[src/rtl/dut_pkg.sv]
// Shared types, sizes and the XY routing rule for the mesh router allocator.
package dut_pkg;

  localparam int unsigned NPORT      = 5;
  localparam int unsigned FLIT_WIDTH = 16;
  localparam int unsigned HALF_WIDTH = FLIT_WIDTH / 2;

  typedef enum logic [2:0] {
    EAST  = 3'd0,
    WEST  = 3'd1,
    NORTH = 3'd2,
    SOUTH = 3'd3,
    LOCAL = 3'd4
  } port_t;

  typedef enum logic [1:0] {
    IDLE,
    ARB,
    ROUTE,
    GRANT
  } sw_state_t;

  // Dimension-ordered routing: resolve X first, then Y; equal in both means deliver locally.
  function automatic port_t xy_route(input logic [FLIT_WIDTH-1:0] header,
                                     input logic [FLIT_WIDTH-1:0] router_addr);
    logic [HALF_WIDTH-1:0] tx, ty, lx, ly;
    tx = header[FLIT_WIDTH-1:HALF_WIDTH];
    ty = header[HALF_WIDTH-1:0];
    lx = router_addr[FLIT_WIDTH-1:HALF_WIDTH];
    ly = router_addr[HALF_WIDTH-1:0];
    if (tx > lx)      return EAST;
    else if (tx < lx) return WEST;
    else if (ty > ly) return NORTH;
    else if (ty < ly) return SOUTH;
    else              return LOCAL;
  endfunction

endpackage

[src/rtl/rr_arbiter.sv]
// Combinational round-robin picker: first set request after ptr, wrapping at N-1.
module rr_arbiter #(
  parameter  int unsigned N  = 5,
  localparam int unsigned IW = $clog2(N)
) (
  input  logic [N-1:0]  req,
  input  logic [IW-1:0] ptr,
  output logic [N-1:0]  grant,
  output logic [IW-1:0] idx,
  output logic          valid
);

  int unsigned cand;

  // Scan offsets 1..N from the pointer so the last winner has lowest priority.
  always_comb begin
    grant = '0;
    idx   = '0;
    valid = 1'b0;
    cand  = 0;
    for (int unsigned off = 1; off <= N; off++) begin
      cand = 32'(ptr) + off;
      if (cand >= N) cand = cand - N;
      if (!valid && req[cand]) begin
        valid       = 1'b1;
        grant[cand] = 1'b1;
        idx         = IW'(cand);
      end
    end
  end

endmodule

[src/rtl/switch_control.sv]
// Switch allocator: round-robin selects a header, XY-routes it, grants a free
// output and holds the crossbar/credit tables until the packet finishes.
module switch_control
  import dut_pkg::*;
(
  input  logic                        clock,
  input  logic                        reset,
  input  logic [FLIT_WIDTH-1:0]       router_addr,
  input  logic [NPORT-1:0]            h,
  input  logic [NPORT*FLIT_WIDTH-1:0] header_i,
  input  logic [NPORT-1:0]            pkt_done,
  output logic [NPORT-1:0]            ack_h,
  output logic [NPORT-1:0]            in_active,
  output logic [NPORT-1:0]            out_busy,
  output logic [NPORT*3-1:0]          in_sel,
  output logic [NPORT*3-1:0]          out_sel
);

  sw_state_t             state, state_n;
  logic [2:0]            rr;
  logic [2:0]            sel;
  logic [NPORT-1:0]      sel_oh;
  port_t                 dest;

  logic [NPORT-1:0]      req;
  logic [NPORT-1:0]      arb_grant;
  logic [2:0]            arb_idx;
  logic                  arb_valid;

  logic [FLIT_WIDTH-1:0] hdr_sel;
  port_t                 route_dest;
  logic                  route_blocked;

  logic [NPORT-1:0]      rel_in;
  logic [NPORT-1:0]      rel_out;
  logic [NPORT-1:0]      active_n;
  logic [NPORT-1:0]      busy_n;

  logic [2:0]            in_sel_q  [NPORT];
  port_t                 out_sel_q [NPORT];

  // Inputs that already own a connection cannot request again.
  assign req = h & ~in_active;

  rr_arbiter #(.N(NPORT)) u_arb (
    .req   (req),
    .ptr   (rr),
    .grant (arb_grant),
    .idx   (arb_idx),
    .valid (arb_valid)
  );

  // Header of the currently selected input and its XY destination.
  always_comb begin
    hdr_sel = '0;
    for (int unsigned p = 0; p < NPORT; p++) begin
      if (sel == 3'(p)) hdr_sel = header_i[p*FLIT_WIDTH +: FLIT_WIDTH];
    end
    route_dest = xy_route(hdr_sel, router_addr);
  end

  // Outputs freed this cycle by end-of-packet pulses from active inputs.
  always_comb begin
    rel_in  = pkt_done & in_active;
    rel_out = '0;
    for (int unsigned i = 0; i < NPORT; i++) begin
      if (rel_in[i]) rel_out[out_sel_q[i]] = 1'b1;
    end
    route_blocked = out_busy[route_dest] | rel_out[route_dest];
  end

  // Next-state decode for the allocation loop.
  always_comb begin
    state_n = state;
    case (state)
      IDLE:    if (|req) state_n = ARB;
      ARB:     state_n = arb_valid ? ROUTE : IDLE;
      ROUTE:   state_n = route_blocked ? IDLE : GRANT;
      GRANT:   state_n = IDLE;
      default: state_n = IDLE;
    endcase
  end

  // Grant pulse is a pure decode of the GRANT state.
  always_comb begin
    ack_h = '0;
    if (state == GRANT) ack_h = sel_oh;
  end

  // State register.
  always_ff @(posedge clock or negedge reset) begin
    if (!reset) state <= IDLE;
    else        state <= state_n;
  end

  // Arbitration pointer, selected input and routed destination.
  always_ff @(posedge clock or negedge reset) begin
    if (!reset) begin
      rr     <= 3'(LOCAL);
      sel    <= '0;
      sel_oh <= '0;
      dest   <= EAST;
    end else begin
      if (state == ARB && arb_valid) begin
        rr     <= arb_idx;
        sel    <= arb_idx;
        sel_oh <= arb_grant;
      end
      if (state == ROUTE && !route_blocked) dest <= route_dest;
    end
  end

  // Releases and the new grant are merged so both land on the same edge.
  always_comb begin
    active_n = in_active & ~rel_in;
    busy_n   = out_busy & ~rel_out;
    if (state == GRANT) begin
      active_n[sel]  = 1'b1;
      busy_n[dest]   = 1'b1;
    end
  end

  // Connection tables.
  always_ff @(posedge clock or negedge reset) begin
    if (!reset) begin
      in_active <= '0;
      out_busy  <= '0;
      for (int unsigned p = 0; p < NPORT; p++) begin
        in_sel_q[p]  <= '0;
        out_sel_q[p] <= EAST;
      end
    end else begin
      in_active <= active_n;
      out_busy  <= busy_n;
      if (state == GRANT) begin
        in_sel_q[dest] <= sel;
        out_sel_q[sel] <= dest;
      end
    end
  end

  // Flatten the per-port tables onto the output buses.
  always_comb begin
    in_sel  = '0;
    out_sel = '0;
    for (int unsigned p = 0; p < NPORT; p++) begin
      in_sel[p*3 +: 3]  = in_sel_q[p];
      out_sel[p*3 +: 3] = out_sel_q[p];
    end
  end

endmodule

[config.mk]
export PLATFORM = sky130hd
export DESIGN_NAME = switch_control
export DESIGN_NICKNAME = d
export VERILOG_FILES = /design/src/rtl/dut_pkg.sv /design/src/rtl/rr_arbiter.sv /design/src/rtl/switch_control.sv
export SDC_FILE = /design/constraint.sdc
export NUM_CORES = 1
export LEC_CHECK = 0
export ABC_AREA = 1
export CORE_MARGIN = 1.5
export CORE_UTILIZATION = 44
export DETAILED_ROUTE_END_ITERATION = 10
export GPL_TIMING_DRIVEN = 0
export HOLD_SLACK_MARGIN = 0.1
export PLACE_DENSITY_LB_ADDON = 0.25
export SYNTH_ARGS = -nofsm -noshare
export SYNTH_HDL_FRONTEND = slang
export SYNTH_HIERARCHICAL = 1
export SYNTH_SLANG_ARGS = --single-unit
[constraint.sdc]
create_clock -name clock -period 3.8 [get_ports clock]
set_input_delay 0.76 -clock clock [delete_from_list [all_inputs] [get_ports clock]]
set_output_delay 0.76 -clock clock [all_outputs]
set_load 0.05 [all_outputs]
Word-level counts from Yosys, hierarchy flattened
Index checks and enable logic that the tools add are counted.

Flip-flop bits (word level): 56. Input port bits: 108. Output and inout port bits: 45. Word-level logic and storage cells: 206.

Add/subtract/negate cells: 10. Order comparisons: 38. Eq/ne operators: 8. Mux-type cells: 85. Bitwise gates (word level): 20. Reductions and logical operators: 28.

Operators by type and width (number): $ge 32x1->1 const B (5); $ge 32x3->1 const B (5); $lt 32x4->1 const B (5); $mux 32 (5); $sub 32x3->32 const B (5); $mux 16 (5); $mux 5 (13); $or 5x5->5 (10); $demux 1 s3 (12); $mux 3 (11); $lt 3x4->1 const B (8); $bwmux 15 (2); $mux 1 (24); $bmux 1 s3 (7); $ge 3x1->1 const B (7); $and 5x5->5 (4); $logic_and 1x1->1 (20); $demux 3 s3 (2); $gt 8x8->1 (2); $lt 8x8->1 (2); $not 5->5 (3); $add 3x2->4 const B (2); $add 3x3->4 const B (2); $ge 4x4->1 const B (2); 16 further kinds (26).

Logic depth before layout (Yosys ltp)
Word-level depth: 20. Depth in mapped cells: 25. Depth with buffers taken out: 24.

Modules after synthesis
Netlist, hierarchy kept.

Modules (own cells, without submodules): switch_control (instances 1, cells an instance 489, area each 3575.9 um^2, sequential area each 1352.5 um^2); rr_arbiter (instances 1, cells an instance 305, area each 1609.0 um^2, sequential area each 0.0 um^2).

Worst setup path after synthesis
Ideal clock, no wire load.

Kind: reg2reg. Start: register rr[1]. End: register rr[0]. Setup time: 131 ps. Data arrival time: 2884 ps. Data required time: 3669 ps. Path slack: 786 ps. Stages on the path, launching flop included: 15. Path buffers: 1. Period minus slack after synthesis: 3014 ps. Path through: dfrtp_1 inv_1 ha_1 ha_1 nand2_1 nand3_1 a21oi_2 nor2_1 nand3_1 nand3_1 nand4_1 nand3_1 inv_1 clkbuf_1 o21ai_0.

Word-level cells in the longest chain between the ends: 19. Elaborated cells between the ends (all ways): 49. Those cells by class: add/sub: 10; order compare: 5; mux: 25; reduce/logical: 9.

RTL lines: start: declaration (RTL line switch_control.sv:20) `logic [2:0] rr;`; start signal: assignment (RTL line switch_control.sv:99) `rr <= 3'(LOCAL);`; start signal: assignment (RTL line switch_control.sv:105) `rr <= arb_idx;`; $add 3x1->4 (RTL line rr_arbiter.sv:22) `cand = 32'(ptr) + off;`; $sub 32x3->32 / $ge 32x3->1 (equally long branches) (RTL line rr_arbiter.sv:23) `if (cand >= N) cand = cand - N;`; $mux 32 (RTL line rr_arbiter.sv:23); $bmux 1 s3 (RTL line rr_arbiter.sv:24) `if (!valid && req[cand]) begin`; $mux 1 (implied by the code) (RTL line rr_arbiter.sv:24); $mux 1 (RTL line rr_arbiter.sv:24); $logic_not 1->1 (RTL line rr_arbiter.sv:24); $logic_and 1x1->1 (RTL line rr_arbiter.sv:24); [... 4 more ...]; $logic_not 1->1 (RTL line rr_arbiter.sv:24); $logic_and 1x1->1 (RTL line rr_arbiter.sv:24); $mux 1 (RTL line rr_arbiter.sv:24); $logic_not 1->1 (RTL line rr_arbiter.sv:24); $logic_and 1x1->1 (RTL line rr_arbiter.sv:24); $mux 1 (*) (RTL line rr_arbiter.sv:24); via arb_valid (RTL line switch_control.sv:28) `logic arb_valid;`; $logic_and 1x1->1 (*) (RTL line switch_control.sv:104) `if (state == ARB && arb_valid) begin`.

Mark *: on every way through the listed nets, which the timed path passes. The rest lies on a longest branch. The select of a mux whose other input is x is not followed. A chain may end at the register's enable or synchronous reset.

==> Flow_metrics.wiki <==
{| class="wikitable"
! Metric !! Value
|-
| Number of failing setup endpoints in the final timing report || 0
|-
| Largest area contributor in the netlist || sky130_fd_sc_hd__dfrtp_1
|-
| Initial core utilization || 0.452
|-
| Via count || 5852
|-
| Area grow syn2layout || 38.2%
|-
| Final net count || 1105
|-
| Wire length of the first global-routing pass || 26800 um
|-
| EDFF count, synth || 0
|-
| Least setup slack across all paths after layout || 391 ps
|-
| Setup TNS || 0 ps
|-
| Number of top-level pins || 153
|-
| Final Util || 0.625
|-
| Cells taking the most area after synthesis || sky130_fd_sc_hd__dfrtp_1, sky130_fd_sc_hd__nand2_1, sky130_fd_sc_hd__ha_1, sky130_fd_sc_hd__inv_1, sky130_fd_sc_hd__nand3_1
|-
| TritonCTS clock tree || yes
|-
| Storage cell area || 1360 um2
|-
| Slew of the pin with the lowest slew margin || 535 ps
|-
| Routed wire length per instance || 14.8 um
|-
| Final critical path time including I/O delays and setup || 3410 ps
|-
| Y dimension of the die || 112 um
|-
| Vias in the first global route || 5676
|-
| Overall routing resource usage || 0.263
|-
| Total power after layout || 6.19 mW
|-
| Max-Slew Margin vs Limit || 0.642
|-
| Rows || 39
|-
| Setup Skew || 8.28 ps
|-
| Routed met2 length || 7870 um
|-
| IO Port Bufs || 152
|-
| Library cell used as clock root buffer || sky130_fd_sc_hd__clkbuf_16
|-
| Worst-path maximum fanout || 10
|-
| Hold-fix buffers, CTS || 0
|-
| Share of the yosys chip area belonging to registers || 0.261
|-
| Syn nets || 935
|-
| Max Cap Violations || 0
|-
| Power density of the placed cells || 863 nW/um2
|-
| Setup crit end kind || flop
|-
| Classification of the worst-slack hold path || input pin to asynchronous set/reset pin
|-
| Register bit count reported by yosys || 54
|-
| Startpoint-to-endpoint class of the critical path || flop to flop
|-
| HPWL reported at the end of detailed placement || 13200 um
|-
| Die Span X || 112 um
|-
| Cell Area, Placed || 6900 um2
|-
| Pin count of the biggest net entering global routing || 41
|-
| WL final || 16400 um
|-
| Proportion of layout cells with a drive suffix above 1 || 0.103
|-
| Antenna Violating Nets Remaining || 0
|-
| Worst R2R Path Depth || 20
|-
| GPL Wtd Cong || 0.929
|-
| Portion of synthesized cell area occupied by the leading cell type || 0.256
|-
| Leak pwr || 3.42 nW
|-
| Top layer used by detailed routing || met4
|-
| Mean post-synth cell area || 6.53 um2
|-
| Post-synth cell types || 48
|-
| Remaining Overflow, GRT || 0
|-
| Number of antenna diodes || 0
|-
| Status || finished clean
|-
| Total area of multi-input combinational cells || 3350 um2
|-
| Final count of pins violating max slew || 0
|-
| Routed met3 length || 885 um
|-
| Type of origin of the critical path || flop
|-
| Netlist Area Pre-Place || 5180 um2
|-
| DP Worst Slack || 7.50 ps
|-
| CTS H-tree lvls || 2
|-
| Clock-pin transition on the worst setup and hold timing paths || 70 ps
|-
| Number of buffers inserted during clock tree synthesis || 5
|-
| VDD IR-drop max || 782 uV
|-
| Share of the clock period used by the worst path after layout || 0.897
|-
| Remaining routing DRC violations || 0
|-
| Arrival time reported for the critical path endpoint || 3600 ps
|-
| Data required time of the critical path || 3990 ps
|-
| Unrepaired setup endpoints after global routing || no
|-
| Die Area || 12400 um2
|-
| Proportion of synthesized flip-flops having asynchronous set or reset || 1.00
|-
| Count of warnings emitted by yosys || 6
|-
| Synthesized netlist cell count || 794
|-
| Max Root-Sink Buffers || 2
|-
| First-pass iteration count of the detailed router || 6
|-
| Number of DRC markers after the initial detailed-route iteration || 444
|-
| Core Region || 11500 um2
|-
| Vias per Instance || 5.28
|-
| Final hold violation count || 0
|-
| Clock latency reported for the late side of the worst-skew pair || 290 ps
|-
| Upper clock frequency limit || 0.293 GHz
|-
| Wl on met1 || 7080 um
|-
| FILL cells || 1069
|-
| Clock net sink count || 54
|-
| Initial antenna violation count || 0
|-
| Area of all placed cells without fillers || 7170 um2
|-
| Dominant register cell in the synthesized netlist || sky130_fd_sc_hd__dfrtp_1
|}
## area by class of cell
cell class | count | area share
Sequential cell | 54 | 0.189
Buffer | 12 | 0.0108
Clock buffer | 6 | 0.0194
Inverter | 109 | 0.0585
Timing Repair Buffer | 163 | 0.225
Multi-Input combinational cell | 619 | 0.467
Clock inverter | 2 | 0.00541
Tap cell | 143 | 0.0250
## worst max-delay path, cell delays in order (launching register included)
cell and delay, ps:
sky130_fd_sc_hd__dfrtp_2 440, sky130_fd_sc_hd__buf_4 190, sky130_fd_sc_hd__inv_2 150, sky130_fd_sc_hd__nand2_1 90, sky130_fd_sc_hd__inv_2 150, sky130_fd_sc_hd__clkbuf_1 440
sky130_fd_sc_hd__a22oi_1 160, sky130_fd_sc_hd__a41oi_1 230, sky130_fd_sc_hd__ha_1 290, sky130_fd_sc_hd__a21oi_1 190, sky130_fd_sc_hd__nand2_1 80, sky130_fd_sc_hd__nand2_1 110
sky130_fd_sc_hd__nand2_1 80, sky130_fd_sc_hd__nand2_2 110, sky130_fd_sc_hd__inv_2 50, sky130_fd_sc_hd__nor2_4 100, sky130_fd_sc_hd__nand3_1 90, sky130_fd_sc_hd__nand3_2 120
sky130_fd_sc_hd__nand3_4 100, sky130_fd_sc_hd__nand2_1 80, sky130_fd_sc_hd__nand2_1 50
## sequential cells by signal (all words and copies together) (netlist names)
register,count
out_busy,5
rr,3
state,2
out_sel,15
dest,3
in_sel,15
sel,1
sel_oh,5
in_active,5
## synth_stat cells (all sizes together) (7+ instances only)
master / instances
a22oi: 8
a41oi: 8
inv: 107
ha: 32
nand2: 254
dfrtp: 53
o21ai: 57
nand3: 73
a21oi: 20
nand4: 24
buf: 7
nor2: 96
nor3: 16
## what timing repair did
item | in CTS | in global routing
setup endpoints to repair | 5 | 8
hold endpoints to repair | 0 | 0
setup buffers | 0 | 10
resized for setup | 1 | 5
## final timing paths
path | startpoint | endpoint | slack (ps)
worst min-delay path | reset | sel_oh[0] | 370
worst max register to register | rr[0] | dest[0] | 390
worst min register to register | in_sel[8] | in_sel[8] | 490
worst max-delay path | rr[0] | dest[0] | 390
min in group clock | in_sel[8] | in_sel[8] | 490
max in group asynchronous | reset | in_sel[6] | 2900
## stage by stage
step	instances	hold WS, ps
after floorplan	794	463
after global placement	1089	468
after detailed placement	1090	478
after CTS	1098	378
after global routing	1108	384
final	1108	369
## routing by layer
metal,global-route usage,vias to the layer above
met1,0.336,2655
met4,0.104,0
met3,0.0370,50
met2,0.449,184
met5,0,-
li1,-,2963
## where the power goes
| part | internal, mW | leakage, nW | total (mW) | switching (mW) |
|---|---|---|---|---|
| logic | 1.62 | 2.63 | 4.83 | 3.21 |
| clock network | 0.331 | 0.0875 | 0.539 | 0.207 |
| registers | 0.704 | 0.707 | 0.823 | 0.119 |
## layout by cell type, fill, tap and decap left out, types with 7 or more instances in the layout
cell / Yosys / final
sky130_fd_sc_hd__buf_4: 4 / 14
sky130_fd_sc_hd__nor3_1: 15 / 15
sky130_fd_sc_hd__dfrtp_1: 53 / 51
sky130_fd_sc_hd__nand2_2: 9 / 9
sky130_fd_sc_hd__nor2_1: 79 / 79
sky130_fd_sc_hd__clkdlybuf4s50_1: 0 / 151
sky130_fd_sc_hd__nand4_1: 24 / 24
sky130_fd_sc_hd__nor2_4: 11 / 11
sky130_fd_sc_hd__o21ai_0: 52 / 52
sky130_fd_sc_hd__a22oi_1: 8 / 8
sky130_fd_sc_hd__inv_1: 87 / 86
sky130_fd_sc_hd__inv_2: 18 / 18
sky130_fd_sc_hd__nand2_1: 240 / 240
sky130_fd_sc_hd__nand3_2: 7 / 7
sky130_fd_sc_hd__a21oi_1: 19 / 19
sky130_fd_sc_hd__nand3_1: 64 / 64
sky130_fd_sc_hd__ha_1: 32 / 32
sky130_fd_sc_hd__a41oi_1: 8 / 8
## cells by family (layout without fill, tap and decap cells)
group | count (synthesis) | in the layout | share of synthesized area
adder cells (fa/ha/maj) | 33 | 33 | 0.0811
AND/OR/NAND/NOR | 472 | 472 | 0.427
XOR/XNOR | 1 | 1 | 0.00314
flip-flops | 54 | 54 | 0.261
buffers and inverters | 121 | 292 | 0.0948
AO/OA/AOI/OAI | 113 | 113 | 0.133
No activity file was read; power rests on OpenSTA's default activity.
